===== config.mk =====
export PLATFORM = sky130hd
export DESIGN_NAME = d_bit_tx_flat
export DESIGN_NICKNAME = d
export VERILOG_FILES = /design/src/rtl/d_bit_tx_if.sv /design/src/rtl/d_bit_tx.sv /design/src/flat_wrapper.sv
export SDC_FILE = /design/constraint.sdc
export NUM_CORES = 1
export LEC_CHECK = 0
export CAP_MARGIN = 20
export CORE_UTILIZATION = 30
export DETAILED_ROUTE_END_ITERATION = 10
export HOLD_SLACK_MARGIN = 0.12
export PLACE_DENSITY_LB_ADDON = 0.15
export SYNTH_ARGS = -nofsm -noshare
export SYNTH_HDL_FRONTEND = slang
export SYNTH_SLANG_ARGS = --single-unit

===== constraint.sdc =====
create_clock -name clk -period 1.7 [get_ports clk]
set_clock_uncertainty 0.1 [all_clocks]
set_input_delay 0.17 -clock clk [delete_from_list [all_inputs] [get_ports clk]]
set_output_delay 0.17 -clock clk [all_outputs]
set_load 0.03 [all_outputs]

===== src/rtl/d_bit_tx_if.sv =====
// Word handshake and serial line bundle for d_bit_tx.
// The slave view belongs to the transmitter. The master view belongs to whatever supplies the words.
interface d_bit_tx_if #(
  parameter int WIDTH = 8
);
  logic [WIDTH-1:0] word_in;
  logic             word_valid;
  logic             word_ready;
  logic             d_out;
  logic             d_valid;
  logic             d_last;
  logic             busy;

  modport master (
    output word_in, word_valid,
    input  word_ready, d_out, d_valid, d_last, busy
  );

  modport slave (
    input  word_in, word_valid,
    output word_ready, d_out, d_valid, d_last, busy
  );
endinterface


===== src/rtl/d_bit_tx.sv =====
// Parallel-in/serial-out bit transmitter with a programmable idle gap between words.
// The bus interface WIDTH must match this module's WIDTH.
module d_bit_tx #(
  parameter int WIDTH     = 8,
  parameter int GAP       = 1,
  parameter int MSB_FIRST = 1
) (
  input  logic        clk,
  input  logic        reset,
  d_bit_tx_if.slave   bus
);
  localparam int BW = $clog2(WIDTH);
  localparam logic [BW-1:0] BIT_LAST = BW'(WIDTH - 1);
  localparam logic [BW-1:0] BIT_PEN  = BW'(WIDTH - 2);
  localparam logic [3:0]    GAP_LAST = (GAP > 0) ? 4'(GAP - 1) : 4'd0;

  typedef enum logic [1:0] {ST_IDLE, ST_SHIFT, ST_GAP} state_t;

  state_t           state;
  logic [BW-1:0]    bit_cnt;
  logic [3:0]       gap_cnt;
  logic [WIDTH-1:0] sr;
  logic             d_out_r, d_valid_r, d_last_r;
  logic             word_ready_c, accept;

  // The shift register holds the bits still to be sent, next bit at the head.
  function automatic logic first_bit(input logic [WIDTH-1:0] v);
    return (MSB_FIRST != 0) ? v[WIDTH-1] : v[0];
  endfunction

  function automatic logic [WIDTH-1:0] advance(input logic [WIDTH-1:0] v);
    return (MSB_FIRST != 0) ? {v[WIDTH-2:0], 1'b0} : {1'b0, v[WIDTH-1:1]};
  endfunction

  always_comb begin
    word_ready_c = 1'b0;
    unique case (state)
      ST_IDLE:  word_ready_c = 1'b1;
      ST_SHIFT: word_ready_c = (GAP == 0) && (bit_cnt == BIT_LAST);
      ST_GAP:   word_ready_c = (gap_cnt == GAP_LAST);
      default:  word_ready_c = 1'b0;
    endcase
    if (reset) word_ready_c = 1'b0;
  end

  assign accept = bus.word_valid && word_ready_c;

  always_ff @(posedge clk) begin
    if (reset) begin
      state     <= ST_IDLE;
      bit_cnt   <= '0;
      gap_cnt   <= '0;
      sr        <= '0;
      d_out_r   <= 1'b0;
      d_valid_r <= 1'b0;
      d_last_r  <= 1'b0;
    end else if (accept) begin
      state     <= ST_SHIFT;
      bit_cnt   <= '0;
      gap_cnt   <= '0;
      sr        <= advance(bus.word_in);
      d_out_r   <= first_bit(bus.word_in);
      d_valid_r <= 1'b1;
      d_last_r  <= 1'b0;
    end else begin
      unique case (state)
        ST_SHIFT: begin
          if (bit_cnt == BIT_LAST) begin
            state     <= (GAP > 0) ? ST_GAP : ST_IDLE;
            bit_cnt   <= '0;
            gap_cnt   <= '0;
            d_out_r   <= 1'b0;
            d_valid_r <= 1'b0;
            d_last_r  <= 1'b0;
          end else begin
            bit_cnt   <= bit_cnt + 1'b1;
            sr        <= advance(sr);
            d_out_r   <= first_bit(sr);
            d_valid_r <= 1'b1;
            d_last_r  <= (bit_cnt == BIT_PEN);
          end
        end
        ST_GAP: begin
          if (gap_cnt == GAP_LAST) begin
            state   <= ST_IDLE;
            gap_cnt <= '0;
          end else begin
            gap_cnt <= gap_cnt + 4'd1;
          end
        end
        default: ;
      endcase
    end
  end

  assign bus.word_ready = word_ready_c;
  assign bus.d_out      = d_out_r;
  assign bus.d_valid    = d_valid_r;
  assign bus.d_last     = d_last_r;
  assign bus.busy       = (state != ST_IDLE);
endmodule


===== src/flat_wrapper.sv =====
// flat-port wrapper written by rule: the top's interface ports become plain ports
module d_bit_tx_flat 
#(
  parameter int WIDTH     = 8,
  parameter int GAP       = 1,
  parameter int MSB_FIRST = 1
)
  (clk, reset, bus_word_in, bus_word_valid, bus_word_ready, bus_d_out, bus_d_valid, bus_d_last, bus_busy);
  d_bit_tx_if #(.WIDTH(WIDTH)) bus_i ();
  input  logic clk;
  input  logic reset;
  input wire logic [$bits(bus_i.word_in)-1:0] bus_word_in;
  input wire logic [$bits(bus_i.word_valid)-1:0] bus_word_valid;
  output wire logic [$bits(bus_i.word_ready)-1:0] bus_word_ready;
  output wire logic [$bits(bus_i.d_out)-1:0] bus_d_out;
  output wire logic [$bits(bus_i.d_valid)-1:0] bus_d_valid;
  output wire logic [$bits(bus_i.d_last)-1:0] bus_d_last;
  output wire logic [$bits(bus_i.busy)-1:0] bus_busy;
  assign bus_i.word_in = bus_word_in;
  assign bus_i.word_valid = bus_word_valid;
  assign bus_word_ready = bus_i.word_ready;
  assign bus_d_out = bus_i.d_out;
  assign bus_d_valid = bus_i.d_valid;
  assign bus_d_last = bus_i.d_last;
  assign bus_busy = bus_i.busy;
  d_bit_tx #(.WIDTH(WIDTH), .GAP(GAP), .MSB_FIRST(MSB_FIRST)) u_core (.clk(clk), .reset(reset), .bus(bus_i));
endmodule

== Word level (Yosys, flattened, before mapping) ==
Index checks and enable logic that the tools add are counted.

* Muxes and demuxes: 20
* Add/sub/neg operators: 2
* Eq/ne operators: 9
* Reductions and logical operators: 12

{| class="wikitable"
|+ Operators by type and width
! operator !! number
|-
| two-way mux 8 bit || 3
|-
| two-way mux 1 bit || 9
|-
| two-way mux 4 bit || 2
|-
| one-hot mux 4 bit (2 select lines) || 1
|-
| equality test 3 bit (second input constant) || 2
|-
| inequality test 2 x 1 -> 1 bit (second input constant) || 3
|-
| inequality test 3 x 1 -> 1 bit (second input constant) || 2
|-
| AND reduction 3 bit || 2
|-
| nonzero test 2 bit || 3
|-
| adder 4 x 1 -> 4 bit (second input constant) || 1
|-
| zero test 4 bit || 1
|-
| two-way mux 2 bit || 2
|-
| one-hot mux 2 bit (2 select lines) || 1
|-
| AND reduction 2 bit || 2
|-
| adder 3 x 1 -> 3 bit (second input constant) || 1
|-
| two-way mux 3 bit || 1
|-
| nonzero test 3 bit || 1
|-
| equality test 2 x 1 -> 1 bit (second input constant) || 1
|-
| equality test 2 bit (second input constant) || 1
|-
| zero test 2 bit || 1
|-
| one-hot mux 1 bit (2 select lines) || 1
|-
| OR reduction 2 bit || 1
|-
| logical AND 1 bit || 1
|}

* Input bits: 11
* Output and inout bits: 5
* Register bits after elaboration: 19
* Logic and storage cells: 51

== Depth between registers and ports, before layout ==
* Word-level depth: 6
* Mapped depth: 7
* Mapped depth without buffers: 6

== Least setup slack after synthesis ==
OpenSTA, ideal clock, no wires.

* Path type: reg-to-reg
* From: reg u_core.bit_cnt[0]
* To: reg u_core.gap_cnt[3]
* Setup slack: 0.018 ns
* Period minus slack after synthesis: 1.682 ns
* Cell stages (with the launch flop): 7
* Arrival time: 1.508 ns
* Path buffers: 0
* Data required time: 1.526 ns
* Cells stage by stage: dfxtp_1 > ha_1 > ha_1 > nand2b_4 > nand2_2 > or4_1 > a31oi_1

* Longest elaborated chain between the ends: 3

{| class="wikitable"
|+ Ends and longest elaborated chain
! item !! line !! source
|-
| from (decl) || d_bit_tx.sv:20 || <nowiki>logic [BW-1:0] bit_cnt;</nowiki>
|-
| from (signal assigned) || d_bit_tx.sv:76 || <nowiki>bit_cnt <= bit_cnt + 1'b1;</nowiki>
|-
| equality test 3 bit || d_bit_tx.sv:68 || <nowiki>if (bit_cnt == BIT_LAST) begin</nowiki>
|-
| inequality test 2 x 1 -> 1 bit (no line) || -- ||
|-
| AND reduction 2 bit (no line) || -- ||
|-
| to (signal assigned) || d_bit_tx.sv:88 || <nowiki>gap_cnt <= gap_cnt + 4'd1;</nowiki>
|-
| to (decl) || d_bit_tx.sv:21 || <nowiki>logic [3:0] gap_cnt;</nowiki>
|}

No other way between the ends.
A chain may end at the register's enable or synchronous reset.

== Worst setup path in the final report ==
* From: reg u_core.state[0]
* To: reg u_core.sr[2]

* Longest elaborated chain between the ends: 6
* Elaborated cells between the ends (all ways): 10
* Classes of those cells: eq/ne (3); mux (3); reduce/logical (4)

{| class="wikitable"
|+ Ends and longest elaborated chain
! item !! line !! source
|-
| from (decl) || d_bit_tx.sv:19 || <nowiki>state_t state;</nowiki>
|-
| from (signal assigned) || d_bit_tx.sv:69 || <nowiki>state <= (GAP > 0) ? ST_GAP : ST_IDLE;</nowiki>
|-
| equality test 2 bit / zero test 2 bit (equally long branches) || d_bit_tx.sv:37 || <nowiki>unique case (state)</nowiki>
|-
| one-hot mux 1 bit (2 select lines) || d_bit_tx.sv:37 ||
|-
| two-way mux 1 bit || d_bit_tx.sv:43 || <nowiki>if (reset) word_ready_c = 1'b0;</nowiki>
|-
| logical AND 1 bit || d_bit_tx.sv:46 || <nowiki>assign accept = bus.word_valid && word_ready_c;</nowiki>
|-
| inequality test 2 x 1 -> 1 bit (no line) / nonzero test 2 bit (equally long branches) || -- ||
|-
| AND reduction 2 bit (no line) || -- ||
|-
| to (signal assigned) || d_bit_tx.sv:61 || <nowiki>sr <= advance(bus.word_in);</nowiki>
|-
| to (signal assigned) || d_bit_tx.sv:77 || <nowiki>sr <= advance(sr);</nowiki>
|-
| to (decl) || d_bit_tx.sv:22 || <nowiki>logic [WIDTH-1:0] sr;</nowiki>
|}

Several ways; a longest one is shown, not always the timed one.

==> results.md <==
* Die height at 59.4 um
* Port bufs at 15
* Yosys reg bits at 19
* Warnings from Yosys at 0
* GRT overflow at 0
* Dpl cell area at 1290 um^2
* Number of global-route vias before repair at 853
* Post-layout worst setup margin at -0.00444 ns
* Synth top cells by count: dfxtp_1 (19), nor2_1 (14), inv_1 (9)
* Final hold vios at 0
* Pleak at 0.591 nW
* Setup violators final at 1
* Synth Flop Type: dfxtp_1
* Final Max Slew Viols at 0
* Inserted Clock Buffers at 3
* Core area at 3080 um^2
* Clock Sinks at 19
* Top-area cell type share of the netlist area at 38.5%
* Worst-path clk slew at 0.11 ns
* Initial antenna violation count at 0
* Row count at 20
* Failing checks: setup timing
* Sequential fraction of the synthesis area at 38.5%
* Fmax at 0.587 GHz
* GRT Total Usage at 13.7%
* CTS root buf: clkbuf_4
* Vias at 888
* TritonCTS clock tree: yes
* Max Cap Viol at 0
* DR WL/cell at 11.5 um
* Die area at 3520 um^2
* Worst skew pair latency at 0.30 ns
* Post-synthesis cell type count at 32
* Hold-fix buffers, CTS at 0
* Core Util, Final at 47.7%
* I/O Pins at 16
* Final cell count without fillers at 191
* Share of layout cells above drive strength 1 at 36.7%
* H-tree levels at 1
* Arrival time worst endpoint at 1.80 ns
* WP data required at 1.80 ns
* Antenna-violating nets left at 0
* Hold slack at 0.317 ns
* Synthesized instance count at 109
* Fin nets at 167
* Power Dens Cells at 1360 nW/um^2
* Cells after DPL at 179
* Pin slew with the least headroom to its limit at 0.303 ns
* TritonRoute pass-1 iters at 4
* Most frequent cell after synthesis: dfxtp_1
* Hold crit path type: in -> reg
* Yosys top cell by area: dfxtp_1
* Largest cells by area after synthesis: dfxtp_1 (39%), ha_1 (10%), mux2i_1 (7.1%), a211oi_1 (5.3%), nor2_1 (5.3%)
* Hold path depth at 3
* EDFF count, synth at 0
* CP Launch Type: flop
* First-pass GRT wire length at 3640 um
* Net Count, Synth at 128
* RePlAce Congestion at 0.882
* Largest net degree at the start of global routing at 16
* RSZ-0062 raised after global routing: yes
* Post-route cell area at 1470 um^2
* Mapped cell area at 987 um^2
* Detailed Place HPWL at 1590 um
* CP max stage cell: dfxtp_2
* Reg2reg path depth at 9
* Starting DRT DRC Count at 23
* Slowest cell delay on critical path at 0.35 ns
* Avg Cell Area, Syn at 9.06 um^2
* Worst IR Drop VDD at 1.05 mV
* Run status: finished, violations left
* Max FO, Critical Path at 8
* Slew HR at 79.8%
* CTS Buffer Depth at 2
* Syn-to-layout area delta at 48.7%
* Starting Density at 32.1%
* Setup CP Type: reg -> reg
* Total wire length at 2210 um
* DR vias/cell at 4.65
* Die Wd at 59.4 um
* Remaining DRCs at 0
* Critical-path cell list: inv_2 > ha_4 > and4bb_2 > buf_6 > o21ai_4 > buf_12 > buf_8 > buf_6 > a211oi_2
* Cell mode on critical path: buf_6
* Async SR Flop Fraction at 0%
* Critical Path End Type: flop
* Period utilization at 100%
* Antenna Cells at 0
* Period minus WS final at 1.70 ns
path summary, 6_finish.rpt:
check	from	to	slack, ns
worst min register to register	u_core.sr[1]	u_core.sr[1]	0.37
worst max-delay path	u_core.state[0]	u_core.sr[2]	-0.004
worst max register to register	u_core.state[0]	u_core.sr[2]	-0.004
worst min-delay path	bus_word_in[0]	u_core.sr[1]	0.32
where the power goes:
part | total (W) | switching, W | internal [W]
Combinational | 0.00115 | 0.000569 | 0.000578
Sequential | 0.000612 | 0.0000637 | 0.000548
Clock | 0.000235 | 0.000147 | 0.0000877
cell type report:
cell class	instances	area, um^2
clock buffer	3	22.5
clock inverter	1	5.00
fill	294	1610
inverter	9	33.8
multi-input combinational	78	616
sequential	19	388
tap	44	55.1
timing repair buffer	37	348
timing repair:
action | CTS | global route
pin swaps | 2 | 10
endpoints found under the setup margin | 4 | 20
setup buffers | 3 | 5
resized for setup | 8 | 23
metrics by stage:
stage	TNS (ns)	setup WS [ns]	total power, W
floorplan	0	0.0183	0.00121
global placement	0	0.0488	0.00156
detailed placement	-0.0193	-0.0193	0.00158
CTS	-0.00347	-0.00176	0.00186
global route	-0.623	-0.0796	0.00216
finish	-0.00444	-0.00444	0.00199
cell families (layout without fill, tap and decap cells):
group | after synthesis | count (layout) | synth area share [%]
buf+inv | 12 | 50 | 5.45
flops | 19 | 19 | 38.5
simple gates | 38 | 38 | 21.4
fa+ha+maj | 8 | 8 | 10.1
mux | 7 | 7 | 7.10
compound gates | 25 | 25 | 17.4
worst max-delay path: cells and delay by family (launching register included):
| kind | cells | cell delay (ns) |
|---|---|---|
| buffers and inverters | 5 | 0.52 |
| DFF | 1 | 0.35 |
| AOI/OAI and AO/OA | 2 | 0.24 |
| and+or+nand+nor | 1 | 0.24 |
| adders and majority gates | 1 | 0.15 |
flip-flops by register name, summed over array words and instances (netlist names):
name	flops
u_core.sr	7
u_core.gap_cnt	4
u_core.bit_cnt	3
u_core.state	2
u_core.bus.d_last	1
u_core.bus.d_out	1
u_core.bus.d_valid	1
cell usage in the layout (no fill, tap or decap), types with 2 or more instances in the layout:
cell type and n:
inv_2 2, a21oi_1 8, ha_4 3, nand2_1 8, or4_1 2, buf_6 4, nand3_1 2, dfxtp_2 6
o21ai_0 3, clkdlybuf4s50_1 13, a211oi_1 4, ha_2 3, buf_4 17, a31oi_1 2, clkbuf_4 3, mux2i_1 7
nor2_1 13, dfxtp_1 13, a211oi_2 3, ha_1 2, inv_1 7
routing by layer:
| metal | GRT usage [%] | vias up | part of all wire [%] |
|---|---|---|---|
| met4 | 2.38 | 0 | 0.63 |
| met3 | 3.93 | 2 | 4.6 |
| li1 | - | 462 | - |
| met5 | 0 | - | 0 |
| met2 | 21.7 | 17 | 45 |
| met1 | 18.5 | 407 | 50 |
Note: power is estimated with default switching activity, not from simulation.
